### src/rtl/ccff_chain_loader.sv
// Configuration-chain sequencer: serialises words onto a CCFF chain head, counting CHAIN_LEN bits,
// with an optional recirculating CRC-8 verify pass through ccff_tail.
module ccff_chain_loader #(
  parameter int unsigned CHAIN_LEN = 17,
  parameter int unsigned WORD_W    = 8
) (
  input  logic              prog_clk,
  input  logic              pReset_n,
  input  logic              start,
  input  logic              verify_en,
  input  logic              abort,
  input  logic              word_valid,
  input  logic [WORD_W-1:0] word_data,
  output logic              word_ready,
  output logic              ccff_head,
  input  logic              ccff_tail,
  output logic              shift_en,
  output logic              busy,
  output logic              done,
  output logic              error
);

  localparam int unsigned CntW = $clog2(CHAIN_LEN + 1);
  localparam int unsigned RemW = $clog2(WORD_W + 1);
  localparam logic [CntW-1:0] CntFull = CntW'(CHAIN_LEN);
  localparam logic [CntW-1:0] CntLastVerify = CntW'(CHAIN_LEN - 1);

  typedef enum logic [1:0] {StIdle, StLoad, StVerify, StDone} state_e;

  state_e            state_q;
  logic              verify_q;
  logic [CntW-1:0]   bit_cnt_q;
  logic [WORD_W-1:0] shreg_q;
  logic [RemW-1:0]   rem_q;
  logic [7:0]        crc_load_q;
  logic [7:0]        crc_verify_q;
  logic              error_q;
  logic              load_shift;

  function automatic logic [7:0] crc8_step(input logic [7:0] crc, input logic b);
    logic fb;
    fb = crc[7] ^ b;
    return {crc[6:0], 1'b0} ^ (fb ? 8'h07 : 8'h00);
  endfunction

  always_comb begin
    load_shift = (state_q == StLoad) && (rem_q != '0) && (bit_cnt_q != CntFull);
    // Refill on the cycle the last buffered bit leaves, so words stream without a bubble.
    word_ready = (state_q == StLoad) && (bit_cnt_q != CntFull) &&
                 ((rem_q == '0) || ((rem_q == RemW'(1)) && load_shift));
    shift_en   = load_shift || (state_q == StVerify);
    ccff_head  = (state_q == StVerify) ? ccff_tail : (load_shift & shreg_q[0]);
    busy       = (state_q == StLoad) || (state_q == StVerify);
    done       = (state_q == StDone);
    error      = error_q;
  end

  always_ff @(posedge prog_clk or negedge pReset_n) begin
    if (!pReset_n) begin
      state_q      <= StIdle;
      verify_q     <= 1'b0;
      bit_cnt_q    <= '0;
      shreg_q      <= '0;
      rem_q        <= '0;
      crc_load_q   <= '0;
      crc_verify_q <= '0;
      error_q      <= 1'b0;
    end else if (abort) begin
      state_q      <= StIdle;
      verify_q     <= 1'b0;
      bit_cnt_q    <= '0;
      shreg_q      <= '0;
      rem_q        <= '0;
      crc_load_q   <= '0;
      crc_verify_q <= '0;
      error_q      <= 1'b0;
    end else begin
      unique case (state_q)
        StIdle, StDone: begin
          if (start) begin
            state_q      <= StLoad;
            verify_q     <= verify_en;
            bit_cnt_q    <= '0;
            shreg_q      <= '0;
            rem_q        <= '0;
            crc_load_q   <= '0;
            crc_verify_q <= '0;
            error_q      <= 1'b0;
          end
        end
        StLoad: begin
          if (bit_cnt_q == CntFull) begin
            // Chain is full: drop leftover bits of the final word and reuse the counter.
            rem_q     <= '0;
            bit_cnt_q <= '0;
            state_q   <= verify_q ? StVerify : StDone;
          end else begin
            if (load_shift) begin
              shreg_q    <= shreg_q >> 1;
              rem_q      <= rem_q - RemW'(1);
              bit_cnt_q  <= bit_cnt_q + CntW'(1);
              crc_load_q <= crc8_step(crc_load_q, shreg_q[0]);
            end
            if (word_valid && word_ready) begin
              shreg_q <= word_data;
              rem_q   <= RemW'(WORD_W);
            end
          end
        end
        StVerify: begin
          crc_verify_q <= crc8_step(crc_verify_q, ccff_tail);
          bit_cnt_q    <= bit_cnt_q + CntW'(1);
          if (bit_cnt_q == CntLastVerify) begin
            error_q <= (crc_load_q != crc8_step(crc_verify_q, ccff_tail));
            state_q <= StDone;
          end
        end
        default: state_q <= StIdle;
      endcase
    end
  end

endmodule
### config.mk
export PLATFORM = sky130hd
export DESIGN_NAME = ccff_chain_loader
export DESIGN_NICKNAME = d
export VERILOG_FILES = /design/src/rtl/ccff_chain_loader.sv
export SDC_FILE = /design/constraint.sdc
export NUM_CORES = 1
export LEC_CHECK = 0
export CELL_PAD_IN_SITES_DETAIL_PLACEMENT = 1
export CELL_PAD_IN_SITES_GLOBAL_PLACEMENT = 1
export CORE_AREA = 2 2 76 78
export DETAILED_ROUTE_END_ITERATION = 6
export DIE_AREA = 0 0 78 80
export GPL_TIMING_DRIVEN = 0
export PLACE_DENSITY = 0.71
export RECOVER_POWER = 25
export SKIP_CTS_REPAIR_TIMING = 1
export SYNTH_ARGS = -nofsm -noshare
export SYNTH_HDL_FRONTEND = slang
export SYNTH_SLANG_ARGS = --single-unit
### constraint.sdc
create_clock -name prog_clk -period 1.7 [get_ports prog_clk]
set_input_delay 0.255 -clock prog_clk [delete_from_list [all_inputs] [get_ports prog_clk]]
set_output_delay 0.255 -clock prog_clk [all_outputs]
set_load 0.005 [all_outputs]
After elaboration in Yosys (flattened, before gate mapping):

Cells that the tools add are included.

* add/subtract/negate cells: 2
* equal/unequal tests: 16
* muxes and demuxes: 39
* bitwise gates (word level): 5
* reduce and logical (&&, ||, !) cells: 25

Operators with widths (count)
* $mux 8: 9
* $pmux 8 s2: 3
* $mux 4: 5
* $mux 5: 4
* $xor 8x3->8: 2
* $pmux 5 s3: 1
* $eq 5x5->1 const B: 2
* $ne 3x3->1 const B: 3
* $reduce_and 3->1: 3
* $mux 1: 8
* $mux 2: 4
* $ne 4x3->1 const B: 2
* $ne 8x8->1: 1
* $pmux 4 s2: 1
* $reduce_and 4->1: 2
* $logic_and 1x1->1: 6
* $mux 3: 2
* $ne 3x2->1 const B: 2
* $pmux 2 s3: 1
* $reduce_and 2->1: 3
* $reduce_bool 3->1: 2
* $add 5x1->5 const B: 1
* $ne 5x3->1 const B: 1
* $ne 5x5->1 const B: 1
* other kinds (13): 18

* register bits after elaboration: 37
* bits of input ports: 15
* output and inout bits: 6
* logic and storage cells: 95

Logic depth before layout (Yosys ltp):

* word-level depth: 11
* depth in mapped cells: 9
* mapped depth without buffers: 7

Least setup slack after synthesis:

Ideal clock, no wire load.

* path type: register to register
* start point: register rem_q[0]
* end point: register rem_q[1]
* arrival: 1.717 ns
* required time: 1.572 ns
* path slack: -0.145 ns
* cell stages (with the launch flop): 7
* period minus slack after synthesis: 1.845 ns
* cells stage by stage: dfrtp_1 > inv_1 > ha_1 > o211ai_1 > nor2_8 > o21ai_2 > mux2_1

* cells in the longest elaborated chain, start to end: 11
* elaborated cells between the ends (all ways): 17
* classes of those cells: add/sub (1); eq/ne (2); mux (5); reduce/logical (9)

Ends and longest elaborated chain
* start: declaration: line 34 `logic [RemW-1:0] rem_q;`
* start signal: assignment: line 100 `rem_q <= rem_q - RemW'(1);`
* start signal: assignment: line 106 `rem_q <= RemW'(WORD_W);`
* branches (longest 11 deep; another with $sub 4x1->4)

Parallel ways; which one is timed is not known. The select of a mux whose other input is x is not followed.
A chain may end at the register's enable or synchronous reset.

Worst setup path in the final report:

* start point: register state_q[0]
* end point: register shreg_q[6]

* cells in the longest elaborated chain, start to end: 11
* elaborated cells between the ends (all ways): 20
* classes of those cells: eq/ne (5); mux (4); reduce/logical (11)

Ends and longest elaborated chain
* start: declaration: line 30 `state_e state_q;`
* start signal: assignment: line 60 `state_q <= StIdle;`
* start signal: assignment: line 69 `state_q <= StIdle;`
* start signal: assignment: line 81 `state_q <= StLoad;`
* $eq 2x1->1: line 47, 49, 78
* $logic_and 1x1->1 (2 in series): line 47 `load_shift = (state_q == StLoad) && (rem_q != '0) && (bit_cnt_q != CntFull);`
* $logic_and 1x1->1: line 50 `((rem_q == '0) || ((rem_q == RemW'(1)) && load_shift));`
* $logic_or 1x1->1: line 50
* $logic_and 1x1->1: line 49 `word_ready = (state_q == StLoad) && (bit_cnt_q != CntFull) &&`
* $logic_and 1x1->1: line 104 `if (word_valid && word_ready) begin`
* $mux 8: line 104
* $mux 8: line 92 `if (bit_cnt_q == CntFull) begin`
* $pmux 8 s2: line 78 `unique case (state_q)`
* $mux 8: line 68 `end else if (abort) begin`
* end signal: assignment: line 99 `shreg_q <= shreg_q >> 1;`
* end signal: assignment: line 105 `shreg_q <= word_data;`
* end: declaration: line 33 `logic [WORD_W-1:0] shreg_q;`

Parallel ways exist; a longest one is shown, timed or not. The select of a mux whose other input is x is not followed.

==> flow_summary.toml <==
[synthesis]
async_flop_share = 1.00
ys_seq_area_frac = 0.435
yosys_warnings = 0
syn-num-nets = 244
synth.distinct_cells = 43
synth.avg_cell_area_um2 = 9.67
netlist_area_mm2 = 0.00213
ys.flop_type = "dfrtp_1"
synth-seq-cells = 37
synthCells = 220
synth_edf_count = 0

[finish]
diodes = 0
final_cells = 341
nNetsFinal = 292
layout_commonest_cell = "nand2_1"
drive_above_1_share = 0.338
postLayoutCoreUtil = 0.539
final_cell_mix = "36 x nand2_1, 33 x dfrtp_1, 20 x buf_4, 14 x clkdlybuf4s50_1, 10 x nor2_1"
synthToLayoutAreaGrowth_pct = 37.0

[detailed_routing]
viasPerCell = 5.18
vias = 1768
dr.pass1.iters = 4
drt_iter0_drc = 71
wl_per_cell_um = 15.8
wirelength_um = 5400
remaining_drc_errors = 0
ant_nets = 0

[placement]
place_hpwl_um = 3590
pre_cts_ws_ns = -0.533
gp_congestion = 0.736
port_buffers = 20
placed_cells = 312

[global_route]
grt_max_degree = 38
grt_pass1_vias = 1731
antenna_found_initial = 0
grt_pass1_wl_um = 8250
grt_overflow = 0
gr-usage-all-layers = 0.169

[floorplanning]
rows = 27
die_width_um = 78
fp.coreArea_mm2 = 0.00541
start_util = 0.394
die_h_um = 80
ioPinCount = 21
dieArea_mm2 = 0.00624

[worst_setup_path]
crit_path_end_kind = "register"
path_class = "reg2reg"
crit_family = "compound AO/OA/AOI/OAI gates"
path_cells = "inv_2, ha_4, buf_8, a21oi_4, o21ai_4, o311ai_4, or2_4, o21ai_2"
critPathLaunchType = "register"
reg2reg_setup_slack_ns = -0.11
max_stage_delay_ns = 0.42
arrival_ns = 2.03
slowest_stage = "dfrtp_2"
path_buf_inv = 2
crit_path_max_fanout = 7
crit_required_ns = 1.92

[sta]
fin_ws_ns = -0.110
finalCritPeriodShare = 1.06
setup_viol = 15
worst_pin_slew_ns = 0.960
report.final.slew_viol_count = 0
fin_skew_ns = 0.0115
fin_crit_ns = 1.81
relSlewSlack = 0.360
holdWs_ns = 0.0944
fmax_mhz = 553
hold_viol_final = 0
rsz0062_at_grt = "yes"

[clocking]
path_clk_slew_ns = 0.08
numCtsBuffers = 5
cts_tree = "yes"
root_buffer = "clkbuf_8"
clock_sinks = 37
h-tree-depth = 2
insertion_delay_ns = 0.29
clockBufferDepth = 2

[run_status]
status = "complete, but fails checks"
violations = "negative setup slack"

[power_and_ir_drop]
ir_drop_uv = 821
power_density_mw_per_mm2 = 1290
p_leak_uw = 0.00131

[job]
max_cap_viol_count = 0

[worst_hold_path]
hold_class = "in2async"
[state kept, by name, summed over array words and instances (netlist names)]
register,count
bit_cnt_q,5
crc_load_q,8
crc_verify_q,8
error,1
rem_q,4
shreg_q,8
state_q,2
verify_q,1
[per-stage QoR]
step	instance area, µm²	setup TNS (ns)	total power (µW)
3_5_place_dp	2470	-14.29	2470
2_1_floorplan	2180	-0.367	2040
3_3_place_gp	2470	-35.20	2460
6_report	2920	-1.10	3770
4_1_cts	2550	-11.11	3110
5_1_grt	2920	-2.82	4010
[final cells by class]
cell class	count	area [µm²]
timing repair buffer	42	372
inverter	11	41.3
multi-input combinational	166	1340
clock buffer	5	68.8
sequential	37	931
fill	600	2490
tap	72	90.1
buffer	5	51.3
clock inverter	3	17.5
[path summary, 6_finish.rpt]
| path | to | cells after the start | startpoint |
|---|---|---|---|
| worst max register to register | shreg_q[6] | 8 | state_q[0] |
| min in group prog_clk | shreg_q[3] | 2 | shreg_q[3] |
| worst max-delay path | shreg_q[6] | 8 | state_q[0] |
| worst min-delay path | state_q[1] | 1 | pReset_n |
| max in group asynchronous | bit_cnt_q[0] | 1 | pReset_n |
| worst min register to register | shreg_q[3] | 2 | shreg_q[3] |
[synth_stat cells, types with 2 or more instances]
cell type / count / area, µm²
nand2_1: 39 / 146
dfrtp_1: 37 / 926
o21ai_0: 12 / 60.1
o21ai_1: 12 / 60.1
nor2_1: 11 / 41.3
inv_1: 10 / 37.5
a21oi_1: 9 / 45.0
ha_1: 9 / 113
mux2i_1: 9 / 90.1
xor2_1: 9 / 78.8
a22o_1: 8 / 70.1
nand3_1: 5 / 25.0
o31ai_1: 5 / 37.5
xnor2_1: 5 / 43.8
nand4_1: 4 / 25.0
buf_2: 3 / 15.0
nand2b_1: 3 / 18.8
clkbuf_1: 2 / 7.51
nor3_1: 2 / 10.0
nor3b_1: 2 / 15.0
o21ai_2: 2 / 17.5
[routing by layer]
layer	global-route usage	vias up	wire (µm)
met3	0.0407	6	115
met2	0.275	19	2590
met1	0.227	879	2630
li1	-	864	-
met4	0.0421	0	66
met5	0	-	0
[power by group]
group / total, µW / internal [µW] / switching [µW]
registers: 1070 / 963 / 107
clock network: 621 / 283 / 337
logic: 2070 / 1020 / 1050
[cells by family (layout without fill, tap and decap cells)]
logic type	after synthesis	count (layout)	share of synthesized area
AND/OR/NAND/NOR	76	76	0.180
flip-flops	37	37	0.435
XOR/XNOR	15	15	0.0653
AO/OA/AOI/OAI	56	56	0.188
adder cells (fa/ha/maj)	9	9	0.0529
multiplexers	10	10	0.0476
buffers and inverters	17	66	0.0317
Note: power is estimated with default switching activity, not from simulation.
